--- src/rtl/matmul_stream_ctrl_pkg.sv ---
// Shared definitions for the matmul stream controller: FSM state encoding and
// the row-major, MSB-first element placement used on every flat matrix bus.
package matmul_stream_ctrl_pkg;

  typedef enum logic [2:0] {
    S_LOAD_A = 3'd0,
    S_LOAD_B = 3'd1,
    S_START  = 3'd2,
    S_WAIT   = 3'd3,
    S_UNLOAD = 3'd4
  } state_t;

  // LSB position of flat row-major element k (k = i*w + j) in an n-element bus
  // of s-bit elements; element 0 sits in the MSBs.
  function automatic int elem_lsb(input int k, input int n, input int s);
    return s * (n - 1 - k);
  endfunction

  // Counter width able to hold max_count without wrapping.
  function automatic int ctr_width(input int max_count);
    return $clog2(max_count) + 1;
  endfunction

endpackage

--- src/rtl/matmul_stream_ctrl_mm_elem_serializer.sv ---
// Holds a captured H*W result bus and presents it one element at a time on a
// valid/ready stream, row-major, with last on the final element.
module mm_elem_serializer
  import matmul_stream_ctrl_pkg::*;
#(
  parameter int S = 32,
  parameter int N = 4
) (
  input  logic           clk,
  input  logic           rst_n,
  input  logic           load,
  input  logic [S*N-1:0] res_in,
  input  logic           out_ready,
  output logic           out_valid,
  output logic [S-1:0]   out_data,
  output logic           out_last
);

  localparam int OW = ctr_width(N);

  logic [S*N-1:0] result_reg;
  logic [OW-1:0]  oidx_reg;
  logic           valid_reg;
  logic [S-1:0]   elem [N];

  for (genvar gi = 0; gi < N; gi++) begin : g_elem
    localparam int LSB = elem_lsb(gi, N, S);
    assign elem[gi] = result_reg[LSB +: S];
  end

  assign out_valid = valid_reg;
  assign out_last  = valid_reg && (oidx_reg == OW'(N - 1));

  // Select the current element; it only moves when oidx advances, so the data
  // stays stable while the consumer stalls.
  always_comb begin
    out_data = '0;
    for (int k = 0; k < N; k++) begin
      if (oidx_reg == OW'(k)) out_data = elem[k];
    end
  end

  // Capture the result on load, then step through it on each accepted beat.
  always_ff @(posedge clk or negedge rst_n) begin
    if (!rst_n) begin
      result_reg <= '0;
      oidx_reg   <= '0;
      valid_reg  <= 1'b0;
    end else if (load) begin
      result_reg <= res_in;
      oidx_reg   <= '0;
      valid_reg  <= 1'b1;
    end else if (valid_reg && out_ready) begin
      if (oidx_reg == OW'(N - 1)) begin
        valid_reg <= 1'b0;
        oidx_reg  <= '0;
      end else begin
        oidx_reg <= oidx_reg + 1'b1;
      end
    end
  end

endmodule

--- src/rtl/matmul_stream_ctrl.sv ---
// Host-side driver for the flat-bus matmul: gathers A then B element-by-element,
// pulses start, waits for a fresh done and streams the result back out.
module matmul_stream_ctrl
  import matmul_stream_ctrl_pkg::*;
#(
  parameter int S       = 32,
  parameter int H       = 2,
  parameter int W       = 2,
  parameter int C       = 2,
  parameter int TIMEOUT = 1024
) (
  input  logic             clk,
  input  logic             rst_n,
  input  logic             in_valid,
  output logic             in_ready,
  input  logic [S-1:0]     in_data,
  output logic             out_valid,
  input  logic             out_ready,
  output logic [S-1:0]     out_data,
  output logic             out_last,
  output logic             mm_start,
  output logic [S*H*C-1:0] mm_a,
  output logic [S*C*W-1:0] mm_b,
  input  logic [S*H*W-1:0] mm_o,
  input  logic             mm_done,
  output logic             busy,
  output logic             err
);

  localparam int NA = H * C;
  localparam int NB = C * W;
  localparam int NO = H * W;
  localparam int IW = ctr_width((NA > NB) ? NA : NB);
  localparam int TW = ctr_width((TIMEOUT > 1) ? TIMEOUT : 2);

  state_t        state_reg;
  logic [IW-1:0] idx_reg;
  logic [TW-1:0] tcnt_reg;
  logic          armed_reg;
  logic          err_reg;
  logic          mm_start_reg;
  logic [S-1:0]  a_reg [NA];
  logic [S-1:0]  b_reg [NB];
  logic          xfer;
  logic          capture;
  logic          unload_done;

  // Gated by rst_n so nothing is offered while the block is held in reset.
  assign in_ready    = rst_n && (state_reg == S_LOAD_A || state_reg == S_LOAD_B);
  assign xfer        = in_valid && in_ready;
  assign capture     = (state_reg == S_WAIT) && armed_reg && mm_done;
  assign unload_done = out_valid && out_ready && out_last;
  assign busy        = !(state_reg == S_LOAD_A && idx_reg == '0);
  assign mm_start    = mm_start_reg;
  assign err         = err_reg;

  for (genvar gi = 0; gi < NA; gi++) begin : g_pack_a
    localparam int LSB = elem_lsb(gi, NA, S);
    assign mm_a[LSB +: S] = a_reg[gi];
  end

  for (genvar gi = 0; gi < NB; gi++) begin : g_pack_b
    localparam int LSB = elem_lsb(gi, NB, S);
    assign mm_b[LSB +: S] = b_reg[gi];
  end

  // Operand storage: accepted elements land at the current load index.
  always_ff @(posedge clk or negedge rst_n) begin
    if (!rst_n) begin
      for (int k = 0; k < NA; k++) a_reg[k] <= '0;
      for (int k = 0; k < NB; k++) b_reg[k] <= '0;
    end else if (xfer) begin
      for (int k = 0; k < NA; k++) begin
        if (state_reg == S_LOAD_A && idx_reg == IW'(k)) a_reg[k] <= in_data;
      end
      for (int k = 0; k < NB; k++) begin
        if (state_reg == S_LOAD_B && idx_reg == IW'(k)) b_reg[k] <= in_data;
      end
    end
  end

  // Control FSM: load A, load B, start pulse, wait for a fresh done, unload.
  always_ff @(posedge clk or negedge rst_n) begin
    if (!rst_n) begin
      state_reg    <= S_LOAD_A;
      idx_reg      <= '0;
      tcnt_reg     <= '0;
      armed_reg    <= 1'b0;
      err_reg      <= 1'b0;
      mm_start_reg <= 1'b0;
    end else begin
      mm_start_reg <= 1'b0;
      case (state_reg)
        S_LOAD_A: begin
          if (xfer) begin
            err_reg <= 1'b0;
            if (idx_reg == IW'(NA - 1)) begin
              idx_reg   <= '0;
              state_reg <= S_LOAD_B;
            end else begin
              idx_reg <= idx_reg + 1'b1;
            end
          end
        end
        S_LOAD_B: begin
          if (xfer) begin
            if (idx_reg == IW'(NB - 1)) begin
              idx_reg      <= '0;
              state_reg    <= S_START;
              mm_start_reg <= 1'b1;
            end else begin
              idx_reg <= idx_reg + 1'b1;
            end
          end
        end
        S_START: begin
          armed_reg <= 1'b0;
          tcnt_reg  <= '0;
          state_reg <= S_WAIT;
        end
        S_WAIT: begin
          if (armed_reg && mm_done) begin
            state_reg <= S_UNLOAD;
          end else begin
            // A done seen before it has ever gone low belongs to an older job.
            if (!mm_done) armed_reg <= 1'b1;
            if (TIMEOUT != 0 && tcnt_reg == TW'(TIMEOUT - 1)) begin
              err_reg   <= 1'b1;
              idx_reg   <= '0;
              state_reg <= S_LOAD_A;
            end else begin
              tcnt_reg <= tcnt_reg + 1'b1;
            end
          end
        end
        S_UNLOAD: begin
          if (unload_done) state_reg <= S_LOAD_A;
        end
        default: state_reg <= S_LOAD_A;
      endcase
    end
  end

  mm_elem_serializer #(
    .S(S),
    .N(NO)
  ) u_ser (
    .clk      (clk),
    .rst_n    (rst_n),
    .load     (capture),
    .res_in   (mm_o),
    .out_ready(out_ready),
    .out_valid(out_valid),
    .out_data (out_data),
    .out_last (out_last)
  );

endmodule

--- config.mk ---
export PLATFORM = sky130hd
export DESIGN_NAME = matmul_stream_ctrl
export DESIGN_NICKNAME = d
export VERILOG_FILES = /design/src/rtl/matmul_stream_ctrl_pkg.sv /design/src/rtl/matmul_stream_ctrl_mm_elem_serializer.sv /design/src/rtl/matmul_stream_ctrl.sv
export SDC_FILE = /design/constraint.sdc
export NUM_CORES = 1
export LEC_CHECK = 0
export BUFFER_PORTS_ARGS = -buffer_cell sky130_fd_sc_hd__clkbuf_2
export CAP_MARGIN = 10
export CORE_MARGIN = 2
export CORE_UTILIZATION = 30
export DETAILED_ROUTE_END_ITERATION = 8
export PLACE_DENSITY = 0.6
export SYNTH_ARGS = -nofsm -noshare
export SYNTH_HDL_FRONTEND = slang
export SYNTH_SLANG_ARGS = --single-unit
export TNS_END_PERCENT = 30
--- constraint.sdc ---
create_clock -name clk -period 2.2 [get_ports clk]
set_input_delay 0.44 -clock clk [delete_from_list [all_inputs] [get_ports clk]]
set_output_delay 0.44 -clock clk [all_outputs]
set_load 0.005 [all_outputs]
==> summary.md <==
| Metric | Value |
|---|---|
| Layout Utilization | `between 40% and 50%` |
| Gr usage total | `between 15 and 20%` |
| Post-Syn Nets | `1316` |
| Antenna viol nets, final | `0` |
| First-pass GRT wire length | `73.7 mm` |
| Max IR drop VDD | `between 700 and 800 uV` |
| Post-Synth XOR/XNOR Area | `0.0528%` |
| CTS Buf Count | `45` |
| Power Density | `about 1400 nW/um^2` |
| Grt ovf | `0` |
| Sw power | `between 0.01 and 0.015 W` |
| Failing checks | `setup timing` |
| Routability cong. | `just under 0.8` |
| Final setup viols | `35` |
| Largest net degree at the start of global routing | `between 150 and 200` |
| Wire length per cell | `21.1 microns` |
| PortBufs | `roughly 460` |
| Residual DRC count | `0` |
| Final HPWL DP | `approximately 33 mm` |
| Starting Density | `30.2%` |
| Most common flop cell mapped by yosys | `dfrtp_1` |
| Sequential fraction of the synthesis area | `about three fifths` |
| Clock Tree Buf Depth | `3` |
| Clock power share | `24.8%` |
| Hold Crit Class | `input port to flop` |
| Post-synthesis register bit count | `a little over 400` |
| Fillers | `about 5200` |
| Pleak | `approximately 11 nW` |
| H-tree levels | `2` |
| CTS Sinks | `roughly 410` |
| Avg Vias per Cell | `about 4.8` |
| Routed wire length on met2 | `24.0 mm` |
| Int Power | `0.0213 W` |
| Sw frac | `between 30% and 40%` |
| Final hold viol count | `0` |
| Clk_lat worst skew | `slightly below 600 ps` |
| Chip width | `239 microns` |
| Layout cells sized above 1 | `62.7%` |
| Vias in the first global route | `about 12000` |
| Initial DRT Pass Iterations | `4` |
| Worst-margin pin slew | `a little under 1000 ps` |
| CP arrival | `2310 ps` |
| Rows | `86` |
| Post-Synthesis Cells | `approximately 1100` |
| CTS tree | `built` |
| Max_slew headroom | `35.2%` |
| Logic pwr share | `36.1%` |
| CP Capture Type | `primary output` |
| Maxcap violations | `0` |
| Fraction of registers with async set/reset | `100%` |
| Die Height | `approximately 240 microns` |
| Synth Area in Compound Gates | `under 10%` |
| Final slew viol count | `0` |
| IO Pins | `around 460` |
| Total die area | `between 50000 and 60000 sq um` |
| Post-synthesis simple-gate area fraction | `between 4 and 5%` |
| M1 WL | `about 21 mm` |
| Synth Area in Adders | `less than 1%` |
| Starting DRC count in detailed routing | `520` |
| Met3 routed WL | `4.32 mm` |
| Mux contribution to synthesized area | `~27%` |
| FMAX | `0.364 GHz` |
| Via count | `roughly 11000` |
| Setup TNS Final | `-15770 ps` |
| CTS clk-pin slew, worst paths | `~60 ps` |
| Final Critical Period | `approximately 2700 ps` |
| Synth Area per Inst | `between 10 and 15 sq um` |
| Status | `finished, violations left` |
| Sequential power share | `between 30 and 40%` |
| Final Cycle Share | `125%` |
| Post-synthesis cell type count | `44` |
| EDFF count, synth | `0` |
| # nets final | `around 1800` |
| Synthesis warning total | `0` |
| Final Worst Setup Slack | `-547 ps` |
| Mapped cell area | `about 17000 sq um` |
| # diodes | `0` |
| Critical path data required time | `~1800 ps` |
| Largest family of logic cells by synthesized area | `multiplexers` |
| Clk_skew | `about 13 ps` |
| Unrepaired setup endpoints after global routing | `true` |
| CP max FO | `8` |
| Area Overhead vs Synth | `34.4%` |
| Crit path kind | `flop to primary output` |
| CP startpoint kind | `flop` |
| Core box area | `about 55000 sq um` |
| Root Buffer | `clkbuf_16` |
| Initial antenna violation count | `3` |
| Max Used Layer | `met5` |
| Total Wirelength | `approximately 50 mm` |
==> path summary, 6_finish.rpt <==
path                              startpoint               to  slack, ps  depth (start not counted)
setup / recovery           u_ser.oidx_reg[0]     out_data[20]       -550                         11
hold / removal                     mm_o[114]  u_ser.elem[114]        100                          2
setup reg to reg                state_reg[0]         mm_b[32]         40                          6
hold reg to reg                    armed_reg        armed_reg        490                          2
max in group asynchronous              rst_n         mm_a[98]        320                          5
min in group asynchronous              rst_n         mm_b[92]        610                          4
==> cell type report <==
type | instances | area [sq um] | area share, %
multi-input combinational | 663 | 6380 | 28.7
timing repair buffer | 520 | 3260 | 14.6
clock inverter | 14 | 196 | 0.882
inverter | 6 | 22.5 | 0.101
tap | 704 | 881 | 3.95
sequential | 408 | 10200 | 45.8
clock buffer | 62 | 1320 | 5.93
==> cell usage after synthesis (all sizes together) (2+ instances only) <==
cell     instances  share of area, %
nand2           81               1.8
nor4             2             0.075
or4              3              0.14
o2bb2ai          2              0.11
mux2           384                27
mux2i            3              0.18
nand3            5              0.15
nor2b            7              0.26
clkbuf          26              0.59
nand3b           2             0.091
nand2b           8              0.30
nand4            2             0.075
a21oi            3             0.091
nor3             4              0.12
and3             3              0.11
o21ai           71               2.1
nor2            19              0.45
ha               9              0.68
a22oi           34               1.5
buf             39               1.4
inv              6              0.14
dfrtp          408                62
nor3b            5              0.36
a21o             2             0.091
a22o             3              0.16
==> critical path, stage by stage, from the launching register on <==
cell     delay (ps)
dfrtp_2         440
inv_2            90
ha_4            120
nor3b_4         190
buf_6           170
buf_8           130
buf_16          150
a22oi_2          60
nand2_1          70
o21ai_1          60
o21ai_1         130
buf_2           140
==> per-layer routing <==
layer / global-route usage [%] / vias to the layer above
met1: 20.5 / 5771
met4: 4.85 / 6
met3: 5.91 / 78
met5: 0 / -
met2: 28.3 / 417
li1: - / 5073
==> cells in the final DEF (no fill, tap or decap), drive strengths merged, types with 7 or more instances in the layout <==
cell type and n:
mux2 384, clkbuf 493, a22oi 34, ha 9
inv 7, o21ai 71, clkinv 9, dfrtp 408
buf 88, nand2b 8, nor2 19, nor2b 7
nand2 81
==> power by group through the flow <==
stage	registers (W)	clock network [W]	logic, W
floorplan	0.0121	0	0.00456
global placement	0.0121	0	0.00946
detailed placement	0.0122	0	0.00962
CTS	0.0122	0.00801	0.0110
global route	0.0126	0.00832	0.0122
finish	0.0122	0.00776	0.0113
==> timing repair <==
item | 4_1_cts | 5_1_grt
hold buffers | 1 | 0
setup endpoints to repair | 34 | 113
cloned | 8 | 5
endpoints found under the hold margin | 42 | 0
buffers inserted | 6 | 4
resized for setup | 100 | 78
pin swaps | 33 | 58
==> kinds of logic (layout without fill, tap and decap cells) <==
kind of cell / Yosys count / in the layout
flip-flops: 408 / 408
XOR/XNOR: 1 / 1
AO/OA/AOI/OAI: 122 / 122
AND/OR/NAND/NOR: 144 / 144
adder cells (fa/ha/maj): 9 / 9
buffers and inverters: 71 / 602
multiplexers: 387 / 387
==> stage by stage <==
| stage | instances | power, W | setup slack (ps) | cell area, sq um | hold slack, ps |
|---|---|---|---|---|---|
| after floorplan | 1142 | 0.0167 | 58.8 | 16600 | 144 |
| after global placement | 2280 | 0.0215 | -176 | 20000 | 471 |
| after detailed placement | 2280 | 0.0218 | -177 | 20000 | 482 |
| after CTS | 2371 | 0.0311 | -576 | 22000 | 67.5 |
| after global routing | 2377 | 0.0331 | -692 | 22300 | 76.9 |
| final | 2377 | 0.0313 | -547 | 22300 | 100 |
No activity file was read; power rests on OpenSTA's default activity.
